File: config.mk
export PLATFORM = sky130hd
export DESIGN_NAME = cmd_pkt_to_regmap_flat
export DESIGN_NICKNAME = d
export VERILOG_FILES = /design/src/rtl/cmd_pkt_to_regmap_if.sv /design/src/rtl/cmd_pkt_to_regmap.sv /design/src/flat_wrapper.sv
export SDC_FILE = /design/constraint.sdc
export NUM_CORES = 1
export LEC_CHECK = 0
export CAP_MARGIN = 20
export CORE_MARGIN = 2
export CORE_UTILIZATION = 39
export DETAILED_ROUTE_END_ITERATION = 7
export PLACE_DENSITY_LB_ADDON = 0.2
export SKIP_CTS_REPAIR_TIMING = 1
export SLEW_MARGIN = 20
export SYNTH_ARGS = -nofsm -noshare
export SYNTH_HDL_FRONTEND = slang
export SYNTH_SLANG_ARGS = --single-unit
File: constraint.sdc
create_clock -name clk -period 2.51 [get_ports clk]
set_input_delay 0.502 -clock clk [delete_from_list [all_inputs] [get_ports clk]]
set_output_delay 0.502 -clock clk [all_outputs]
set_load 0.05 [all_outputs]
File: src/rtl/cmd_pkt_to_regmap_if.sv
// Stream-in and regmap write-command bundle for cmd_pkt_to_regmap.
// master = packet source / regmap side, slave = the parser.
interface cmd_pkt_to_regmap_if;
  logic [7:0]  s_axis_tdata;
  logic        s_axis_tvalid;
  logic        s_axis_tlast;
  logic        s_axis_tready;
  logic        wr_cmd;
  logic [7:0]  wr_addr;
  logic [31:0] wr_data;
  logic [31:0] wr_keep;
  logic        wr_ready;
  logic        wr_valid;
  logic [1:0]  wr_err;

  modport master (
    output s_axis_tdata,
    output s_axis_tvalid,
    output s_axis_tlast,
    input  s_axis_tready,
    input  wr_cmd,
    input  wr_addr,
    input  wr_data,
    input  wr_keep,
    output wr_ready,
    output wr_valid,
    output wr_err
  );

  modport slave (
    input  s_axis_tdata,
    input  s_axis_tvalid,
    input  s_axis_tlast,
    output s_axis_tready,
    output wr_cmd,
    output wr_addr,
    output wr_data,
    output wr_keep,
    input  wr_ready,
    input  wr_valid,
    input  wr_err
  );
endinterface

File: src/rtl/cmd_pkt_to_regmap.sv
// Parses register-write command packets off a byte stream and
// issues one regmap write per record, with packet/error statistics.
module cmd_pkt_to_regmap #(
  parameter logic [7:0] MAGIC       = 8'hC5,
  parameter int         MAX_RECORDS = 32,
  parameter int         ACK_TIMEOUT = 256
) (
  input  logic                 clk,
  input  logic                 rst_n,
  cmd_pkt_to_regmap_if.slave   bus,
  output logic                 busy,
  output logic [15:0]          pkt_ok_cnt,
  output logic [15:0]          pkt_err_cnt,
  output logic [15:0]          wr_err_cnt
);

  localparam int RW = $clog2(MAX_RECORDS + 1);
  localparam int TW = $clog2(ACK_TIMEOUT + 1);
  localparam logic [8:0]    MAXR    = 9'(MAX_RECORDS);
  localparam logic [TW-1:0] TMO_MAX = TW'(ACK_TIMEOUT - 1);

  typedef enum logic [2:0] {
    S_IDLE,
    S_CNT,
    S_REC,
    S_ISSUE,
    S_DRAIN
  } state_e;

  state_e      state_q, state_d;
  logic        rdy_q, rdy_d;
  logic [RW-1:0] left_q, left_d;
  logic [3:0]  idx_q, idx_d;
  logic [7:0]  sh_addr_q, sh_addr_d;
  logic [31:0] sh_data_q, sh_data_d;
  logic [31:0] sh_keep_q, sh_keep_d;
  logic        last_q, last_d;
  logic        cmd_q, cmd_d;
  logic [7:0]  wa_q, wa_d;
  logic [31:0] wd_q, wd_d;
  logic [31:0] wk_q, wk_d;
  logic [TW-1:0] tmo_q, tmo_d;
  logic [15:0] ok_q, ok_d;
  logic [15:0] err_q, err_d;
  logic [15:0] werr_q, werr_d;

  logic       tready;
  logic       acc;
  logic       tlast;
  logic [7:0] tdata;
  logic       pkt_ok;
  logic       pkt_err;

  // tready stays low through reset and the first clock after release
  assign tready = rdy_q && (state_q != S_ISSUE);
  assign acc    = bus.s_axis_tvalid && tready;
  assign tlast  = bus.s_axis_tlast;
  assign tdata  = bus.s_axis_tdata;

  assign bus.s_axis_tready = tready;
  assign bus.wr_cmd        = cmd_q;
  assign bus.wr_addr       = wa_q;
  assign bus.wr_data       = wd_q;
  assign bus.wr_keep       = wk_q;

  assign busy        = (state_q != S_IDLE);
  assign pkt_ok_cnt  = ok_q;
  assign pkt_err_cnt = err_q;
  assign wr_err_cnt  = werr_q;

  always_ff @(posedge clk or negedge rst_n) begin
    if (!rst_n) begin
      state_q   <= S_IDLE;
      rdy_q     <= 1'b0;
      left_q    <= '0;
      idx_q     <= '0;
      sh_addr_q <= '0;
      sh_data_q <= '0;
      sh_keep_q <= '0;
      last_q    <= 1'b0;
      cmd_q     <= 1'b0;
      wa_q      <= '0;
      wd_q      <= '0;
      wk_q      <= '0;
      tmo_q     <= '0;
      ok_q      <= '0;
      err_q     <= '0;
      werr_q    <= '0;
    end else begin
      state_q   <= state_d;
      rdy_q     <= rdy_d;
      left_q    <= left_d;
      idx_q     <= idx_d;
      sh_addr_q <= sh_addr_d;
      sh_data_q <= sh_data_d;
      sh_keep_q <= sh_keep_d;
      last_q    <= last_d;
      cmd_q     <= cmd_d;
      wa_q      <= wa_d;
      wd_q      <= wd_d;
      wk_q      <= wk_d;
      tmo_q     <= tmo_d;
      ok_q      <= ok_d;
      err_q     <= err_d;
      werr_q    <= werr_d;
    end
  end

  always_comb begin
    state_d   = state_q;
    rdy_d     = 1'b1;
    left_d    = left_q;
    idx_d     = idx_q;
    sh_addr_d = sh_addr_q;
    sh_data_d = sh_data_q;
    sh_keep_d = sh_keep_q;
    last_d    = last_q;
    cmd_d     = cmd_q;
    wa_d      = wa_q;
    wd_d      = wd_q;
    wk_d      = wk_q;
    tmo_d     = tmo_q;
    ok_d      = ok_q;
    err_d     = err_q;
    werr_d    = werr_q;
    pkt_ok    = 1'b0;
    pkt_err   = 1'b0;

    unique case (state_q)
      S_IDLE: begin
        if (acc) begin
          if (tdata == MAGIC && !tlast) begin
            state_d = S_CNT;
          end else begin
            pkt_err = 1'b1;
            if (!tlast) state_d = S_DRAIN;
          end
        end
      end

      S_CNT: begin
        if (acc) begin
          if ({1'b0, tdata} > MAXR) begin
            pkt_err = 1'b1;
            state_d = tlast ? S_IDLE : S_DRAIN;
          end else if (tdata == 8'd0) begin
            if (tlast) begin
              pkt_ok  = 1'b1;
              state_d = S_IDLE;
            end else begin
              pkt_err = 1'b1;
              state_d = S_DRAIN;
            end
          end else if (tlast) begin
            // records promised but packet already ended
            pkt_err = 1'b1;
            state_d = S_IDLE;
          end else begin
            left_d  = RW'(tdata);
            idx_d   = 4'd0;
            state_d = S_REC;
          end
        end
      end

      S_REC: begin
        if (acc) begin
          unique case (1'b1)
            (idx_q == 4'd0):
              sh_addr_d = tdata;
            (idx_q >= 4'd1 && idx_q <= 4'd4):
              sh_data_d = {sh_data_q[23:0], tdata};
            default:
              sh_keep_d = {sh_keep_q[23:0], tdata};
          endcase
          if (idx_q == 4'd8) begin
            last_d  = tlast;
            state_d = S_ISSUE;
          end else if (tlast) begin
            pkt_err = 1'b1;
            state_d = S_IDLE;
          end else begin
            idx_d = idx_q + 4'd1;
          end
        end
      end

      S_ISSUE: begin
        if (!cmd_q) begin
          if (bus.wr_ready) begin
            cmd_d = 1'b1;
            wa_d  = sh_addr_q;
            wd_d  = sh_data_q;
            wk_d  = sh_keep_q;
            tmo_d = '0;
          end
        end else if (bus.wr_valid) begin
          cmd_d = 1'b0;
          if (bus.wr_err != 2'b00) werr_d = werr_q + 16'd1;
          if (left_q != RW'(1)) begin
            if (last_q) begin
              pkt_err = 1'b1;
              state_d = S_IDLE;
            end else begin
              left_d  = left_q - RW'(1);
              idx_d   = 4'd0;
              state_d = S_REC;
            end
          end else if (last_q) begin
            pkt_ok  = 1'b1;
            state_d = S_IDLE;
          end else begin
            pkt_err = 1'b1;
            state_d = S_DRAIN;
          end
        end else if (tmo_q == TMO_MAX) begin
          cmd_d   = 1'b0;
          pkt_err = 1'b1;
          state_d = last_q ? S_IDLE : S_DRAIN;
        end else begin
          tmo_d = tmo_q + TW'(1);
        end
      end

      S_DRAIN: begin
        if (acc && tlast) state_d = S_IDLE;
      end

      default: state_d = S_IDLE;
    endcase

    if (pkt_ok)  ok_d  = ok_q + 16'd1;
    if (pkt_err) err_d = err_q + 16'd1;
  end

endmodule

File: src/flat_wrapper.sv
// flat-port wrapper written by rule: the top's interface ports become plain ports
module cmd_pkt_to_regmap_flat 
#(
  parameter logic [7:0] MAGIC       = 8'hC5,
  parameter int         MAX_RECORDS = 32,
  parameter int         ACK_TIMEOUT = 256
)
  (clk, rst_n, busy, pkt_ok_cnt, pkt_err_cnt, wr_err_cnt, bus_s_axis_tdata, bus_s_axis_tvalid, bus_s_axis_tlast, bus_s_axis_tready, bus_wr_cmd, bus_wr_addr, bus_wr_data, bus_wr_keep, bus_wr_ready, bus_wr_valid, bus_wr_err);
  cmd_pkt_to_regmap_if bus_i ();
  input  logic clk;
  input  logic rst_n;
  output logic busy;
  output logic [15:0] pkt_ok_cnt;
  output logic [15:0] pkt_err_cnt;
  output logic [15:0] wr_err_cnt;
  input wire logic [$bits(bus_i.s_axis_tdata)-1:0] bus_s_axis_tdata;
  input wire logic [$bits(bus_i.s_axis_tvalid)-1:0] bus_s_axis_tvalid;
  input wire logic [$bits(bus_i.s_axis_tlast)-1:0] bus_s_axis_tlast;
  output wire logic [$bits(bus_i.s_axis_tready)-1:0] bus_s_axis_tready;
  output wire logic [$bits(bus_i.wr_cmd)-1:0] bus_wr_cmd;
  output wire logic [$bits(bus_i.wr_addr)-1:0] bus_wr_addr;
  output wire logic [$bits(bus_i.wr_data)-1:0] bus_wr_data;
  output wire logic [$bits(bus_i.wr_keep)-1:0] bus_wr_keep;
  input wire logic [$bits(bus_i.wr_ready)-1:0] bus_wr_ready;
  input wire logic [$bits(bus_i.wr_valid)-1:0] bus_wr_valid;
  input wire logic [$bits(bus_i.wr_err)-1:0] bus_wr_err;
  assign bus_i.s_axis_tdata = bus_s_axis_tdata;
  assign bus_i.s_axis_tvalid = bus_s_axis_tvalid;
  assign bus_i.s_axis_tlast = bus_s_axis_tlast;
  assign bus_s_axis_tready = bus_i.s_axis_tready;
  assign bus_wr_cmd = bus_i.wr_cmd;
  assign bus_wr_addr = bus_i.wr_addr;
  assign bus_wr_data = bus_i.wr_data;
  assign bus_wr_keep = bus_i.wr_keep;
  assign bus_i.wr_ready = bus_wr_ready;
  assign bus_i.wr_valid = bus_wr_valid;
  assign bus_i.wr_err = bus_wr_err;
  cmd_pkt_to_regmap #(.MAGIC(MAGIC), .MAX_RECORDS(MAX_RECORDS), .ACK_TIMEOUT(ACK_TIMEOUT)) u_core (.clk(clk), .rst_n(rst_n), .bus(bus_i), .busy(busy), .pkt_ok_cnt(pkt_ok_cnt), .pkt_err_cnt(pkt_err_cnt), .wr_err_cnt(wr_err_cnt));
endmodule
==> summary.txt <==
STA
  – Worst-Margin Slew: 637 ps
  – Tcrit/Tclk final: 0.981
  – Worst rel slew slack: 0.575
  – Setup TNS: 0 ps
  – Final worst path period need: 2460 ps
  – Final Skew: 12.1 ps
  – Maximum clock frequency: 406 MHz
  – Hold Fails Final Rpt: 0
  – Final Slew Violations: 0
  – Setup violations, final: 0
  – Hold_ws: 445 ps

Layout
  – Most common cell after layout, fill and taps aside: dfrtp_1
  – Layout net count: 939
  – Utilization after layout: 0.531
  – Diodes inserted: 0
  – Layout cells sized above 1: 0.286
  – Area grow syn2layout: 33.5%
  – Final instance area: 12500 um^2
  – Most frequent cells in the layout: 217 x dfrtp_1, 147 x mux2_2, 128 x clkdlybuf4s50_1, 47 x buf_4

Place
  – Number of buffers added on ports: 138
  – Cell Area, Placed: 11600 um^2
  – GPL Wtd Cong: 0.869
  – Detailed placer's ending HPWL: 13800 um

Critical path
  – WS Path Type: register to output port
  – WP data arrival: 1960 ps
  – Endpoint type of the worst setup path: output port
  – Critical path's slowest cell: clkdlybuf4s50_1
  – Worst endpoint required time: 2010 ps
  – CP peak stage delay: 880 ps
  – CP top delay family: buffers and inverters
  – CP Launch Type: register
  – Worst r2r path cells: 6
  – Cells along the critical path: clkdlybuf4s50_1
  – Critical Path Stages: 1
  – Bufs and invs on worst path: 1
  – Critical-path maximum fanout: 12

Synthesis
  – Synthesized area: 9340 um^2
  – #FFs+latches synth: 217
  – Top_reg_cell synth: dfrtp_1
  – Share of the synthesized area in the top cell type: 0.581
  – Synth Net Count: 743
  – Synth unique cells: 59
  – Synthesized area per cell: 13.2 um^2
  – Seq/Total Area, Yosys: 0.581
  – Post-Synthesis Cells: 710
  – Synthesis Warnings: 0
  – Ys async rst share: 1.00
  – Synth area leader: dfrtp_1
  – Number of enable flip-flop cells after synthesis: 0
  – Largest cells by area after synthesis: dfrtp_1 58%, mux2_2 18%, xnor2_1 3.8%, ha_1 2.3%, nand2_1 1.6%

GRT
  – Global-route wire length before repair: 32800 um
  – Antenna violations before repair: 0
  – Vias in the first global route: 6143
  – Grt ovf: 0
  – Total track usage: 0.157
  – Largest net degree at the start of global routing: 68

Floorplanning
  – Starting Density: 0.398
  – Top Ports: 139
  – Die H: 159 um
  – Core Region: 23500 um^2
  – Rows: 56
  – Die span in x: 159 um
  – Full die area: 25200 um^2

Power and ir drop
  – Pint: 6040 uW
  – Logic pwr share: 0.076
  – Peak supply drop: 0.621 mV
  – Sw Pwr: 1840 uW
  – Clock power share: 0.465
  – Sequential Power Share: 0.459
  – Static Leak: 0.00594 uW
  – Power per cell area: 632 nW/um^2
  – Switching share of power: 0.234

Detailed routing
  – Drc violations: 0
  – DR WL/cell: 16.1 um
  – DRT iter0 DRCs: 235
  – DRT Wirelength: 20000 um
  – Post-route ant nets: 0
  – DR pass1 iterations: 4
  – Via density: 4.98
  – Vias post-DR: 6185

Status
  – Outcome: finished clean

Hold path
  – Hold WC Path Type: primary input to register
  – Worst Hold Path Cells: 3

CTS
  – Max Buffers Root-to-Sink: 3
  – Num CTS Buffers: 24
  – Clk slew on worst S/H paths: 60 ps
  – Clock Tree Root: clkbuf_16
  – Insertion delay to the later sink of the worst-skew pair: 520 ps
  – H-tree depth: 1
  – CTS tree: done
  – Clock Sinks: 217

Job
  – Total of max-cap violations: 0
[metrics by stage]
| stage | instances | power [uW] | setup WS, ps |
|---|---|---|---|
| floorplan | 710 | 3980 | 208 |
| global placement | 1197 | 4280 | -560 |
| detailed placement | 1197 | 4270 | -584 |
| CTS | 1240 | 7990 | -205 |
| global route | 1242 | 8190 | -44.2 |
| finish | 1242 | 7890 | 46.5 |
[worst paths after layout]
kind	startpoint	endpoint	slack (ps)
min in group asynchronous	rst_n	u_core.bus.wr_keep[29]$_DFFE_PN0P_	540
setup / recovery	u_core.bus.wr_cmd$_DFFE_PN0N_	bus_wr_cmd	50
hold / removal	bus_s_axis_tdata[4]	u_core.sh_addr_q[4]$_DFFE_PN0P_	440
hold reg to reg	u_core.pkt_ok_cnt[15]$_DFFE_PN0P_	u_core.pkt_ok_cnt[15]$_DFFE_PN0P_	460
setup reg to reg	u_core.state_q[0]$_DFFE_PN0P_	u_core.pkt_err_cnt[1]$_DFFE_PN0P_	130
max in group asynchronous	rst_n	u_core.bus.wr_data[7]$_DFFE_PN0P_	1290
[Yosys cell counts, types with 2 or more instances]
master,number
or2_2,2
a21oi_1,11
buf_4,2
mux2i_1,2
o22a_1,2
o21ai_0,18
nor3_1,6
a21o_1,3
nor2b_1,3
xor2_1,10
a211o_1,3
a22o_1,5
o2bb2ai_1,2
nand2b_1,6
or3_1,3
nand2_1,41
and2_1,5
xnor2_1,40
mux2_2,147
clkbuf_1,13
buf_2,9
a2111oi_2,2
and3b_1,2
nor3b_1,2
a22oi_1,2
nor4_1,2
dfrtp_1,217
inv_1,14
buf_6,3
ha_1,17
nand3_1,23
o211ai_1,3
nor3b_2,3
and4_1,3
nor2_1,34
nand4_1,19
and3_1,9
[power by group through the flow]
stage	sequential (uW)	clock, uW	combinational (uW)
floorplan	3800	0	178
global placement	3690	0	594
detailed placement	3680	0	593
CTS	3620	3770	595
global route	3630	3910	650
finish	3620	3660	599
[kinds of logic after synthesis]
family / count (synthesis) / share of synthesized area
AOI/OAI and AO/OA: 62 / 0.0481
other: 1 / 0.000401
buffers and inverters: 41 / 0.0209
adders and majority gates: 17 / 0.0228
and+or+nand+nor: 173 / 0.100
muxes: 149 / 0.179
DFF: 217 / 0.581
xor gates and xnor gates: 50 / 0.0469
[sequential cells by signal, summed over array words and instances, names as in the netlist, 6 cells and up]
| name | cells |
|---|---|
| u_core.bus.wr_addr | 8 |
| u_core.pkt_err_cnt | 16 |
| u_core.tmo_q | 9 |
| u_core.sh_addr_q | 8 |
| u_core.sh_keep_q | 32 |
| u_core.sh_data_q | 32 |
| u_core.bus.wr_keep | 32 |
| u_core.pkt_ok_cnt | 16 |
| u_core.bus.wr_data | 32 |
| u_core.wr_err_cnt | 16 |
| u_core.left_q | 6 |
[cell type report]
| class | instances | area (um^2) |
|---|---|---|
| Fill cell | 2034 | 11000 |
| Sequential cell | 217 | 5430 |
| Multi-Input combinational cell | 452 | 3750 |
| Timing Repair Buffer | 197 | 2000 |
| Clock buffer | 32 | 661 |
| Tap cell | 319 | 399 |
| Clock inverter | 11 | 169 |
| Inverter | 14 | 52.6 |
[per-layer routing]
metal,up-vias,track usage,wire (um)
met1,3101,0.225,9360
met2,141,0.247,9350
li1,2910,-,-
met5,-,0,0
met3,33,0.0295,896
met4,0,0.0405,427
Note: power is estimated with default switching activity, not from simulation.
==> edit: new RTL, config.mk and constraints unchanged <==
Re-encode `state_e` (5 states) as one-hot, 5 bits wide.
--- a/src/rtl/cmd_pkt_to_regmap.sv
+++ b/src/rtl/cmd_pkt_to_regmap.sv
@@ -19,12 +19,12 @@
   localparam logic [8:0]    MAXR    = 9'(MAX_RECORDS);
   localparam logic [TW-1:0] TMO_MAX = TW'(ACK_TIMEOUT - 1);
 
-  typedef enum logic [2:0] {
-    S_IDLE,
-    S_CNT,
-    S_REC,
-    S_ISSUE,
-    S_DRAIN
+  typedef enum logic [4:0] {
+    S_IDLE  = 5'b00001,
+    S_CNT   = 5'b00010,
+    S_REC   = 5'b00100,
+    S_ISSUE = 5'b01000,
+    S_DRAIN = 5'b10000
   } state_e;
 
   state_e      state_q, state_d;
Function: same outputs for any inputs over 4 cycles, from zero or initial values and one cycle with rst_n low; so few cycles prove little.
==> edit against the original RTL <==
Cell area grew 1.6%. Cell count grew 14%. Critical path type unchanged. Area after synthesis grew 1.3%. Routed wire length grew 9.1%. Register-to-register slack lost 70 ps. Sequential share of layout area shrank 0.27 points. First-iteration DRC count grew 50%. Setup slack gained 3.0 ps. Sequential cell count grew 2. Die area grew 1.3%.
Power is not compared: it rests on default switching activity, and its combinational part moved more than twofold at a synthesized area within 25%.
==> edit: results (changes against the original RTL) <==
** STA
- Final hold slack :: 461 ps (+16.0 ps)

** Setup path
- The delay of the slowest cell on the worst path came to 370 ps (-510 ps).
- In this run the critical register-to-register path is captured at u_core.tmo_q[5].
- Critical path's slowest cell :: sky130_fd_sc_hd__dfrtp_1
- Worst Reg-to-Reg Cells :: 10 (+4)
- Crit-path max FO :: 9 (-3)
- The minimum setup slack among reg-to-reg paths came to 60 ps (-70 ps).

** Cells and area
- Area fraction of clock buffers and clock inverters :: 0.0645 (-0.00203)
- Layout clock buffers :: 33 (+3.1%)
- The proportion of cell area occupied by multi-input gates is 0.306 (+0.00528).
- Number of multi-input logic gates :: 604 (+34%)
- The register fraction of the total cell area was 0.433 (-0.00274).
- The number of non-clock inverters in the layout came to 17 (+3).
- Total of plain and repair buffers excluding clock buffers :: 208 (+5.6%)
- The final core utilization is 0.536 (+0.00522).

** Outcome
- The run finished with clean final reports.

** Routing
- Met1 wire length :: 10,600 um (+13%)
- The average wire length per cell after detail routing is 15.5 um (-4.0%).
- Routed length on met3 :: 1040 um (+16%)
- Detail-routed via count per cell :: 4.90 (-1.6%)
- Number of violations reported at the end of detailed-routing iteration 0 :: 352 (+50%)

** Placement
- Final weighted congestion in routability-driven placement :: 0.848 (-2.5%)
- The pre-CTS setup slack is -532 ps (+52.6 ps).

** CTS
- The number of CTS-inserted buffers came to 25 (+4.2%).
- The TritonCTS sink count is 219 (+0.92%).

** GRT
- First-pass GRT wire length :: 36,200 um (+10%)
- The all-layer global routing usage is 0.172 (+0.0150).
- The number of global-route vias before repair is 6,879 (+12%).

** Worst hold path
- Worst hold endpoint :: u_core.wr_err_cnt[15]
- Hold path start :: u_core.wr_err_cnt[15]
- The cell depth of the worst hold path is 1 (-2).
- Class of the tightest hold or removal check :: reg2reg

** Logic synthesis
- The post-synthesis instance total was 877 (+24%).
- Top area cells in the synthesized netlist :: sky130_fd_sc_hd__dfrtp_1 (58%), sky130_fd_sc_hd__nand2_1 (9.7%), sky130_fd_sc_hd__mux2_2 (8.9%)
- The share of synthesized area occupied by flip-flops and latches was 0.579 (-0.00196).
[edit: cell types whose count changed after synthesis, sizes merged, moves of 4 or more]
cell / unedited run / this run
and3: 9 / 13
clkbuf: 13 / 25
mux2: 147 / 76
nand2: 41 / 245
nand2b: 6 / 1
nand3: 23 / 31
nor3: 7 / 11
nor3b: 5 / 1
nor4: 3 / 8
or4: 0 / 5
xor2: 10 / 14
[edit: logic make-up (layout without fill, tap and decap cells)]
| family | count (synthesis) | count (layout) | share of synthesized area |
|---|---|---|---|
| simple gates | 397 | 397 | 0.190 |
| flops | 219 | 219 | 0.579 |
| mux | 77 | 77 | 0.0915 |
| compound gates | 60 | 60 | 0.0444 |
| buf+inv | 54 | 270 | 0.0241 |
| xor+xnor | 52 | 52 | 0.0481 |
| fa+ha+maj | 17 | 17 | 0.0225 |
| other cells | 1 | 1 | 0.000396 |
[edit: power breakdown]
| part | internal [mW] | switching [mW] |
|---|---|---|
| clock | 2.18 | 1.43 |
| sequential | 3.94 | 0.369 |
| combinational | 0.918 | 1.14 |
| total | 7.04 | 2.94 |
[edit: how the worst max path moves through the flow]
stage / start / end / slack [ps] / cells after the start
final: u_core.state_q[2] / busy / 50 / 6
after CTS: u_core.state_q[2] / busy / -100 / 6
after global routing: u_core.state_q[2] / busy / -60 / 6
after detailed placement: bus_s_axis_tdata[2] / u_core.pkt_err_cnt[1] / -530 / 8
after global placement: bus_s_axis_tdata[2] / u_core.pkt_err_cnt[1] / -500 / 8
after floorplan: bus_s_axis_tdata[0] / u_core.pkt_ok_cnt[15] / -70 / 8
[edit: routing by layer]
metal / vias to the layer above / GRT usage
li1: 3375 / -
met3: 27 / 0.0322
met1: 3362 / 0.252
met2: 155 / 0.269
met5: - / 0
met4: 0 / 0.0343
